--- src/rtl/shift_add_multiplier.sv ---
// rtl/shift_add_multiplier.sv - sequential unsigned NxN shift-add multiplier around a ripple-carry adder
module ripple_carry_adder #(
    parameter int N = 4
) (
    input  logic [N-1:0] A,
    input  logic [N-1:0] B,
    input  logic         Cin,
    output logic [N-1:0] Sum,
    output logic         Cout
);
    logic [N:0] w_carry;

    assign w_carry[0] = Cin;

    genvar g;
    generate
        for (g = 0; g < N; g++) begin : g_fa
            assign Sum[g]       = A[g] ^ B[g] ^ w_carry[g];
            assign w_carry[g+1] = (A[g] & B[g]) | (w_carry[g] & (A[g] ^ B[g]));
        end
    endgenerate

    assign Cout = w_carry[N];
endmodule

module shift_add_multiplier #(
    parameter int N = 4
) (
    input  logic           clk,
    input  logic           rst,
    input  logic           start,
    input  logic [N-1:0]   A,
    input  logic [N-1:0]   B,
    output logic [2*N-1:0] Product,
    output logic           busy,
    output logic           done
);
    localparam int CW = $clog2(N) + 1;

    localparam logic [1:0] S_IDLE = 2'd0;
    localparam logic [1:0] S_RUN  = 2'd1;
    localparam logic [1:0] S_DONE = 2'd2;

    logic [1:0]     r_state;
    logic [N-1:0]   r_areg;
    logic [N-1:0]   r_phi;
    logic [N-1:0]   r_q;
    logic [CW-1:0]  r_cnt;
    logic [2*N-1:0] r_product;

    logic [N-1:0]   w_addend;
    logic [N-1:0]   w_sum;
    logic           w_cout;

    // Multiplier LSB gates the multiplicand into the partial-product sum.
    assign w_addend = r_q[0] ? r_areg : '0;

    ripple_carry_adder #(.N(N)) u_adder (
        .A    (r_phi),
        .B    (w_addend),
        .Cin  (1'b0),
        .Sum  (w_sum),
        .Cout (w_cout)
    );

    always_ff @(posedge clk) begin
        if (rst) begin
            r_state   <= S_IDLE;
            r_areg    <= '0;
            r_phi     <= '0;
            r_q       <= '0;
            r_cnt     <= '0;
            r_product <= '0;
        end else begin
            case (r_state)
                S_RUN: begin
                    r_phi <= {w_cout, w_sum[N-1:1]};
                    r_q   <= {w_sum[0], r_q[N-1:1]};
                    if (r_cnt == CW'(N-1)) begin
                        r_product <= {w_cout, w_sum, r_q[N-1:1]};
                        r_state   <= S_DONE;
                    end else begin
                        r_cnt <= r_cnt + 1'b1;
                    end
                end
                default: begin
                    if (start) begin
                        r_areg  <= A;
                        r_q     <= B;
                        r_phi   <= '0;
                        r_cnt   <= '0;
                        r_state <= S_RUN;
                    end else begin
                        r_state <= S_IDLE;
                    end
                end
            endcase
        end
    end

    assign Product = r_product;
    assign busy    = (r_state == S_RUN);
    assign done    = (r_state == S_DONE);
endmodule
--- config.mk ---
export PLATFORM = sky130hd
export DESIGN_NAME = shift_add_multiplier
export DESIGN_NICKNAME = d
export VERILOG_FILES = /design/src/rtl/shift_add_multiplier.sv
export SDC_FILE = /design/constraint.sdc
export NUM_CORES = 1
export LEC_CHECK = 0
export ABC_AREA = 1
export CAP_MARGIN = 30
export CORE_MARGIN = 8
export CORE_UTILIZATION = 51
export CTS_CLUSTER_SIZE = 25
export DETAILED_ROUTE_END_ITERATION = 12
export PLACE_DENSITY = 0.89
export RECOVER_POWER = 100
export REMOVE_ABC_BUFFERS = 1
export SLEW_MARGIN = 10
export SYNTH_ARGS = -nofsm -noshare
export SYNTH_HDL_FRONTEND = slang
export SYNTH_HIERARCHICAL = 1
export SYNTH_SLANG_ARGS = --single-unit
--- constraint.sdc ---
create_clock -name clk -period 3.05 [get_ports clk]
set_input_delay 0.305 -clock clk [delete_from_list [all_inputs] [get_ports clk]]
set_output_delay 0.305 -clock clk [all_outputs]
set_load 0.1 [all_outputs]
Word level (Yosys, flattened, before mapping)
Index checks and enable logic that the tools add are counted.

Register bits: 25. Latch bits: 0. Memory bits (writable): 0. ROM bits: 0. Output and inout bits: 10. Word-level logic and storage cells: 45. Memories kept: 0.

$add $sub $neg: 1. $mul: 0. Div/mod/pow operators: 0. Magnitude comparators: 0. Equality and inequality tests: 5. Shift-type cells: 0. Muxes and demuxes: 11. Bitwise operators: 18. Reductions and logical operators: 4.

Operators with widths (count): two-way mux 4 bit (5); two-way mux 3 bit (3); AND 1 bit (7); XOR 1 bit (7); AND reduction 2 bit (3); two-way mux 2 bit (2); adder 3 x 1 -> 3 bit, second input constant (1); == test 3 x 2 -> 1 bit, second input constant (1); OR 1 bit (3); == test 2 x 1 -> 1 bit, second input constant (1); == test 2 bit, second input constant (1); != test 2 x 1 -> 1 bit, second input constant (1); != test 2 bit, second input constant (1); nonzero test 2 bit (1); two-way mux 1 bit (1); inverter 1 bit (1).

Logic depth before layout (Yosys ltp)
Gate-level depths: netlist of run 1.

Depth after elaboration: 9. Mapped depth: 12. Depth with buffers taken out: 12.

Hierarchy
The synthesis of run 1 kept the hierarchy.

Modules (own cells, without submodules): shift_add_multiplier (instances 1, cells an instance 142, area each 1052.3 sq um, seq. area each 500.5 sq um); ripple_carry_adder (instances 1, cells an instance 14, area each 117.6 sq um, seq. area each 0.0 sq um).

Worst setup path before layout of run 1
OpenSTA, ideal clock, no wires.

Path type: register to register. Start point: register r_q[0]. End point: register r_phi[2]. Setup time: 0.070 ns. Data arrival time: 2.095 ns. Data required time: 2.980 ns. Path slack: 0.885 ns. Stages on the path, launching flop included: 13. Period minus slack after synthesis: 2.165 ns. Cells stage by stage: dfxtp_1 > nand2_1 > inv_1 > fa_1 > inv_1 > fa_1 > inv_1 > fa_1 > inv_1 > fa_1 > inv_1 > nand2_1 > a21oi_1.

Word-level cells in the longest chain between the ends: 8. Elaborated cells on any way between the ends: 13. Classes of those cells: mux (2); bitwise (11).

Ends and longest elaborated chain: start: declaration (line 47) `logic [N-1:0] r_q;`; start signal: assignment (line 78) `r_q <= {w_sum[0], r_q[N-1:1]};`; two-way mux 4 bit (line 56) `assign w_addend = r_q[0] ? r_areg : '0;`; net w_addend[0] (line 51) `logic [N-1:0] w_addend;`; AND 1 bit (2 in a row) (line 19) `assign w_carry[g+1] = (A[g] & B[g]) | (w_carry[g] & (A[g] ^ B[g]));`; OR 1 bit (line 19); AND 1 bit (line 19); OR 1 bit (line 19); XOR 1 bit (line 18) `assign Sum[g] = A[g] ^ B[g] ^ w_carry[g];`; net w_sum[3] (line 52) `logic [N-1:0] w_sum;`; two-way mux 4 bit (line 75) `case (r_state)`; end signal: assignment (line 77) `r_phi <= {w_cout, w_sum[N-1:1]};`; end: declaration (line 46) `logic [N-1:0] r_phi;`.

The timed path passes the listed nets, and every way through them passes these cells. A chain may end at the register's enable or synchronous reset.

Worst setup path after layout of run 1
Ends and elaborated chain as after synthesis.

==> results of run 1 <==
-- placed cells by master (no fill, tap or decap), drive strengths merged --
| cell type | synthesis | routed |
|---|---|---|
| dfxtp | 25 | 25 |
| nor2 | 13 | 13 |
| o21ai | 5 | 5 |
| conb | 1 | 1 |
| nand2 | 43 | 43 |
| clkinvlp | 0 | 1 |
| clkbuf | 0 | 5 |
| a21oi | 6 | 6 |
| ha | 2 | 2 |
| clkdlybuf4s50 | 0 | 8 |
| dlygate4sd3 | 0 | 10 |
| inv | 30 | 30 |
| nand3 | 24 | 24 |
| fa | 4 | 4 |
| buf | 3 | 1 |
-- cell type report --
class	instances	area share [%]
multi-input cells	98	37.7
clock inverters	1	0.536
well taps	28	2.50
inverters	30	8.04
flip-flops and latches	25	35.7
repair buffers	21	13.9
clock buffers	3	1.61
-- final timing paths --
path	to	depth (start not counted)	slack, ps	startpoint
min	Product[3]$_SDFFE_PP0P_	2	470	Product[3]$_SDFFE_PP0P_
max reg2reg	r_phi[2]$_SDFFE_PP0P_	12	630	r_q[0]$_SDFFE_PP0P_
max	r_phi[2]$_SDFFE_PP0P_	12	630	r_q[0]$_SDFFE_PP0P_
min reg2reg	Product[3]$_SDFFE_PP0P_	2	470	Product[3]$_SDFFE_PP0P_
-- worst max-delay path, cell delays in order (launching register included) --
cell and delay, ps:
dfxtp_1 370, nand2_1 70, inv_1 50, fa_1 370
inv_1 80, fa_1 180, inv_1 60, fa_1 360
inv_1 70, fa_1 410, inv_1 90, nand2_1 60
a21oi_1 160
-- stage by stage --
step                      util [%]  std cells
after detailed placement      63.3        202
after floorplan                  -        153
final                         64.0        206
after global routing          64.0        206
after global placement        63.3        202
after CTS                     64.6        206
-- cell usage after synthesis --
cell / instances
a21oi_1: 6
buf_2: 2
buf_6: 1
conb_1: 1
dfxtp_1: 25
fa_1: 4
ha_1: 2
inv_1: 27
inv_2: 3
nand2_1: 38
nand2_2: 2
nand2_4: 2
nand2_8: 1
nand3_1: 24
nor2_1: 11
nor2_2: 2
o21ai_0: 5
-- cells by family after synthesis --
| group | after synthesis | synth area share, % |
|---|---|---|
| AO/OA/AOI/OAI | 11 | 4.71 |
| adder cells (fa/ha/maj) | 6 | 8.98 |
| buffers and inverters | 33 | 11.4 |
| flip-flops | 25 | 42.8 |
| other | 1 | 0.321 |
| AND/OR/NAND/NOR | 80 | 31.8 |
-- per-layer routing --
metal	track usage, %	wire length, µm
met1	11.9	951
met2	23.2	1200
met3	3.48	205
met4	5.85	26
met5	0	0
-- flip-flops by register name, indices dropped and copies added (netlist names) --
signal and count:
Product 8, r_phi 4, r_cnt 3, r_q 4
r_state 2, r_areg 4
-- power breakdown --
part | internal, W | switching (W)
Sequential | 0.000338 | 0.00000814
Clock | 0.0000502 | 0.000107
Combinational | 0.0000276 | 0.0000447
==> qor.yml, run 1 <==
placed_design:
  place_ws_ps: 684
  place_area_um2: 1390
  hpwl_mm: 1.84
  port_buffers: 20
  gp_congestion: 0.784
critical_path:
  crit_fanout: 5
  critPathRequiredTime_ps: 3320
  crit_path_end_kind: "flop"
  arrival_ps: 2690
  critical_path_class: "flop to flop"
  cp-start-kind: "flop"
die:
  start_util_pct: 53.4
  coreArea_um2: 2190
  dieArea_um2: 4080
  die-height_um: 63.9
  io_pins: 21
  rows: 17
  die_width_um: 63.9
yosys:
  yosysSeqAreaShare_pct: 42.8
  synthCells: 156
  synth.area.top_cells: "dfxtp_1 (43%), nand2_1 (12%), nand3_1 (10%), inv_1 (8.7%), fa_1 (6.8%)"
  avgSynthCellArea_um2: 7.50
  synth_area_um2: 1170
  yosys_warnings: 6
  synth-seq-cells: 25
  yosysUniqueCellTypes: 17
  synth_top_cell_by_area: "dfxtp_1"
  netlist.area_leader.share_pct: 42.8
cells_and_area:
  multiInputGateArea_um2: 528
  syn_to_final_growth_pct: 19.8
  final_area_um2: 1400
  drive_above_1_share_pct: 6.74
  fin_nets: 196
  num_antenna_cells: 0
  fillCellCount: 195
  seq_area_um2: 500
timing:
  finalCriticalPeriod_ps: 2420
  final-hold-violation-count: 0
  setup_viol: 0
  drv_slew: 0
  setup_tns_ps: 0
  max_slew_margin_pct: 22.5
  fmax_mhz: 414
  finClkSkew_ps: 13.2
  post-route-period-util_pct: 79.2
  rsz0062_at_grt: "no"
  tightest_slew_ps: 1170
  timing.hold.ws_ps: 474
  setup_ws_ps: 635
pwr:
  power.total_w: 0.000575
  power_leakage_nw: 0.710
  peakVddDrop_mv: 0.258
  p_per_area_nw_per_um2: 410
clocking:
  clockRootBuffer: "clkbuf_4"
  cts_hold_buf: 0
  insertion_delay_ps: 330
  numClockSinks: 25
  cts_made_buffers: 3
  htreeDepth: 1
  postCtsResizedCells: 0
  cts_tree: "done"
  cts_setup_buffers: 0
  clkTransAtPathRegs_ps: 150
  cts_max_path_buffers: 2
detailed_routing:
  drtIter0Drc: 54
  vias_per_cell: 4.95
  num_vias: 1019
  drcViolationCount: 0
  wirelength_mm: 2.38
  drtAntennaViolNets: 0
  dr.pass1.iters: 4
  wl_per_cell_um: 11.5
global_routing:
  gr-total-overflow: 0
  grt_pass1_wl_mm: 4.11
  antenna_found_initial: 0
  grt_pass1_vias: 995
  track_usage_pct: 12.3
  grt_max_degree: 19
outcome:
  run_status: "finished, final reports clean"
flow_run:
  drv_cap: 0
hold_path:
  hp-class: "flop to flop"
Power figures use the tool's default switching activity.
==> inputs of run 2 (changes only) <==
clock period = 2.35 ns   (was 3.05 ns; I/O delays follow)
==> qor.yml, run 2 (same netlist as run 1, synthesis figures left out) <==
placed_design:
  place_ws_ps: -6.05
  gp_congestion: 0.785
  hpwl_mm: 1.88
  port_buffers: 20
global_routing:
  gr-total-overflow: 0
  track_usage_pct: 12.7
  grt_pass1_vias: 1070
  grt_pass1_wl_mm: 4.31
  antenna_found_initial: 0
  grt_max_degree: 19
clocking:
  numClockSinks: 25
  insertion_delay_ps: 310
  htreeDepth: 1
  cts_tree: "done"
  cts_made_buffers: 3
  cts_hold_buf: 0
  cts_max_path_buffers: 2
  clkTransAtPathRegs_ps: 130
  clockRootBuffer: "clkbuf_4"
timing:
  post-route-period-util_pct: 95.8
  drv_slew: 0
  tightest_slew_ps: 1180
  setup_viol: 0
  fmax_mhz: 444
  final-hold-violation-count: 0
  setup_ws_ps: 97.5
  finalCriticalPeriod_ps: 2250
  rsz0062_at_grt: "no"
  finClkSkew_ps: 2.90
  max_slew_margin_pct: 21.4
  setup_tns_ps: 0
detailed_routing:
  drcViolationCount: 0
  dr.pass1.iters: 4
  vias_per_cell: 4.89
  wl_per_cell_um: 12.0
  num_vias: 1012
  wirelength_mm: 2.47
  drtIter0Drc: 42
  drtAntennaViolNets: 0
hold_path:
  hold-path-cell-count: 2
  hp-class: "flop to flop"
die:
  start_util_pct: 53.4
  io_pins: 21
  rows: 17
  die_width_um: 63.9
  coreArea_um2: 2190
  dieArea_um2: 4080
  die-height_um: 63.9
cells_and_area:
  largest_reg_flops: 8
  num_antenna_cells: 0
  fin_nets: 197
  final_cell_mix: "nand2_1 (39), inv_1 (29), dfxtp_1 (24), nand3_1 (24), nor2_1 (11)"
  drive_above_1_share_pct: 10.1
  layout_commonest_cell: "nand2_1"
  syn_to_final_growth_pct: 16.0
pwr:
  peakVddDrop_mv: 0.356
  power_leakage_nw: 0.680
  p_per_area_nw_per_um2: 541
critical_path:
  critPathRequiredTime_ps: 2610
  crit_fanout: 2
  arrival_ps: 2510
  reg2reg_depth: 12
  crit_path_end_kind: "flop"
  r2r-start: "r_q[0]$_SDFFE_PP0P_"
  crit_path_start: "r_q[0]$_SDFFE_PP0P_"
  critical_path_class: "flop to flop"
  r2r_end: "r_phi[2]$_SDFFE_PP0P_"
  cp-start-kind: "flop"
  critical_path.endpoint: "r_phi[2]$_SDFFE_PP0P_"
  rrSetupSlack_ps: 100
outcome:
  run_status: "finished, final reports clean"
flow_run:
  drv_cap: 0
run 2: routing by layer:
metal  routed length, µm  GRT usage (%)  share of wire [%]  up-vias
li1                    -              -                  -      517
met1                1020           12.8                 41      466
met2                1270           24.0                 51       25
met3                 155           3.31                6.3        4
met4                  31           5.29                1.3        0
met5                   0              0                  0        -
run 2: worst min path at each step:
| stage | endpoint | start |
|---|---|---|
| 2_1_floorplan | r_cnt[1]$_SDFFE_PP0P_ | rst |
| 3_3_place_gp | r_phi[3]$_SDFFE_PP0P_ | r_phi[3]$_SDFFE_PP0P_ |
| 3_5_place_dp | Product[1]$_SDFFE_PP0P_ | Product[1]$_SDFFE_PP0P_ |
| 4_1_cts | Product[1]$_SDFFE_PP0P_ | Product[1]$_SDFFE_PP0P_ |
| 5_1_grt | Product[1]$_SDFFE_PP0P_ | r_q[2]$_SDFFE_PP0P_ |
| 6_report | Product[1]$_SDFFE_PP0P_ | Product[1]$_SDFFE_PP0P_ |
run 2: area by class of cell:
class	count	area, µm²
fillers	201	833
multi-input cells	98	526
flip-flops and latches	25	502
repair buffers	22	155
inverters	30	113
well taps	28	35.0
clock buffers	3	22.5
clock inverters	1	5.00
run 2: worst max-delay path: stages (launching register included):
cell and delay [ps]:
dfxtp_2 340, nand2_1 50, inv_1 60, fa_2 350, inv_1 70, fa_1 160
inv_1 50, fa_1 350, inv_1 70, fa_1 420, inv_1 90, nand2_1 70
a21oi_2 110
run 2: per-stage QoR:
step                power (W)  cells  hold slack (ps)  instance area [µm²]  utilization (%)
finish               0.000735    207              477                 1360             62.0
global route         0.000770    207              502                 1360             62.0
CTS                  0.000747    207              481                 1400             64.0
detailed placement   0.000556    202              460                 1370             62.4
global placement     0.000551    202              451                 1370             62.4
floorplan            0.000518    153              304                 1150                -
run 2: power breakdown:
group | leakage, nW | internal (W) | switching [W] | total [W]
combinational | 0.459 | 0.0000380 | 0.0000594 | 0.0000974
clock | 0.0177 | 0.0000637 | 0.000125 | 0.000189
sequential | 0.204 | 0.000438 | 0.0000102 | 0.000449
run 2: what timing repair did:
item                       CTS  global route
pin swaps                    0             1
resized for setup            1             3
setup endpoints to repair    1             1
buffers inserted             1             0
cloned                       0             0
==> inputs of run 3 (changes only) <==
ABC_AREA = unset   (was 1)
CORE_UTILIZATION = 60   (was 51)
DONT_BUFFER_PORTS = 1   (was unset)
PLACE_DENSITY = 0.87   (was 0.89)
==> qor.yml, run 3 <==
cells_and_area:
  multiInputGateArea_um2: 573
  fillCellCount: 167
  num_antenna_cells: 0
  seq_area_um2: 502
  final_cell_mix: "dfxtp_1 (24), nand2_1 (22), a21oi_1 (16)"
  layout_commonest_cell: "dfxtp_1"
  final_area_um2: 1360
  syn_to_final_growth_pct: 17.5
  largest_reg_flops: 8
  drive_above_1_share_pct: 14.3
  fin_nets: 172
global_routing:
  grt_max_degree: 23
  grt_pass1_wl_mm: 4.56
  gr-total-overflow: 0
  antenna_found_initial: 0
  grt_pass1_vias: 1065
  track_usage_pct: 16.6
critical_path:
  reg2reg_depth: 11
  cp-start-kind: "flop"
  r2r_end: "r_phi[2]$_SDFFE_PP0P_"
  r2r-start: "r_q[0]$_SDFFE_PP0P_"
  crit_path_start: "r_q[0]$_SDFFE_PP0P_"
  critPathRequiredTime_ps: 2610
  critical_path_class: "flop to flop"
  crit_fanout: 2
  critical_path.endpoint: "r_phi[2]$_SDFFE_PP0P_"
  arrival_ps: 2550
  crit_path_end_kind: "flop"
  rrSetupSlack_ps: 60
timing:
  setup_viol: 0
  fmax_mhz: 437
  max_slew_margin_pct: 18.8
  tightest_slew_ps: 1220
  rsz0062_at_grt: "yes"
  setup_tns_ps: 0
  drv_slew: 0
  finClkSkew_ps: 13.0
  final-hold-violation-count: 0
  setup_ws_ps: 59.5
  finalCriticalPeriod_ps: 2290
  timing.hold.ws_ps: 61.9
  post-route-period-util_pct: 97.5
placed_design:
  hpwl_mm: 1.70
  gp_congestion: 0.771
  port_buffers: 0
  place_ws_ps: -5.78
  place_area_um2: 1210
detailed_routing:
  drcViolationCount: 0
  wirelength_mm: 2.84
  vias_per_cell: 5.72
  wl_per_cell_um: 15.7
  drtIter0Drc: 30
  num_vias: 1035
  dr.pass1.iters: 6
  drtAntennaViolNets: 0
yosys:
  synthCells: 135
  netlist.area_leader.share_pct: 43.2
  avgSynthCellArea_um2: 8.57
  yosysUniqueCellTypes: 27
  synth_flop_cell: "dfxtp_1"
  synth.most_common_cell: "dfxtp_1"
  synth_area_um2: 1160
  yosys_warnings: 6
  synth-seq-cells: 25
  synth_top_cell_by_area: "dfxtp_1"
  synth.area.top_cells: "dfxtp_1 (43%), nand2_1 (7.5%), a21oi_1 (7.4%), fa_1 (6.9%), nand3_1 (4.3%)"
  synth_commonest_cells: "dfxtp_1 (25), nand2_1 (23), a21oi_1 (17)"
  yosysSeqAreaShare_pct: 43.2
  ys_async_sr_fraction_pct: 0
  synth-edff-count: 0
die:
  die_width_um: 59.9
  coreArea_um2: 1880
  rows: 16
  die-height_um: 59.9
  start_util_pct: 61.5
  dieArea_um2: 3590
  io_pins: 21
clocking:
  insertion_delay_ps: 330
  clockRootBuffer: "clkbuf_4"
  clkTransAtPathRegs_ps: 150
  cts_tree: "done"
  numClockSinks: 25
  cts_made_buffers: 3
  htreeDepth: 1
  cts_max_path_buffers: 2
outcome:
  run_status: "finished, final reports clean"
hold_path:
  hp-class: "primary input to flop"
pwr:
  power_leakage_nw: 0.528
  p_per_area_nw_per_um2: 538
  peakVddDrop_mv: 0.473
  power.total_w: 0.000731
flow_run:
  drv_cap: 0
run 3: how the worst min path moves through the flow:
stage	from	endpoint	slack (ps)	cells past startpoint
detailed placement	rst	r_state[0]$_SDFFE_PP0P_	310	1
finish	A[2]	r_areg[2]$_SDFFE_PP0P_	60	2
CTS	A[2]	r_areg[2]$_SDFFE_PP0P_	60	2
global route	A[2]	r_areg[2]$_SDFFE_PP0P_	60	2
global placement	rst	r_state[0]$_SDFFE_PP0P_	300	1
floorplan	rst	r_state[0]$_SDFFE_PP0P_	300	1
run 3: metal layers:
layer  track usage [%]  part of all wire [%]  vias up
li1                  -                     -      482
met3              5.38                   7.1        8
met5                 0                     0        -
met1              17.8                    39      504
met2              28.2                    52       41
met4              8.50                   1.9        0
run 3: power breakdown:
group	internal, W	total [W]	switching [W]
registers	0.000438	0.000449	0.0000108
logic	0.0000322	0.0000790	0.0000468
clock network	0.0000652	0.000204	0.000138
run 3: critical path, cell delays in order (launching register included):
cell and delay (ps):
dfxtp_2 350, and2_4 150, fa_2 330, inv_2 70
fa_2 190, inv_2 40, fa_2 350, inv_2 70
fa_1 420, inv_2 80, nand2_1 40, a21oi_1 140
run 3: logic make-up after synthesis:
kind of cell               after synthesis  share of synthesized area (%)
and+or+nand+nor                         49                           20.9
AOI/OAI and AO/OA                       29                           14.4
DFF                                     25                           43.2
buffers and inverters                   21                           8.65
adders and majority gates                6                           9.08
muxes                                    4                           3.46
other                                    1                          0.324
run 3: per-stage QoR:
stage	utilization, %	cells
final	72.3	181
after global routing	72.3	181
after CTS	73.1	181
after detailed placement	64.2	163
after global placement	64.2	163
after floorplan	-	127
run 3: cell type report:
| cell class | instances | share of cell area (%) |
|---|---|---|
| Multi-Input combinational cell | 89 | 42.1 |
| Sequential cell | 25 | 36.9 |
| Timing Repair Buffer | 23 | 12.7 |
| Inverter | 13 | 3.59 |
| Tap cell | 27 | 2.48 |
| Clock buffer | 3 | 1.66 |
| Clock inverter | 1 | 0.552 |
run 3: what timing repair did:
action / 4_1_cts / 5_1_grt
setup buffers: 1 / 0
gates resized for setup: 1 / 10
endpoints found under the hold margin: 25 / 0
pin swaps: 0 / 5
endpoints found under the setup margin: 2 / 2
hold buffers: 13 / 0
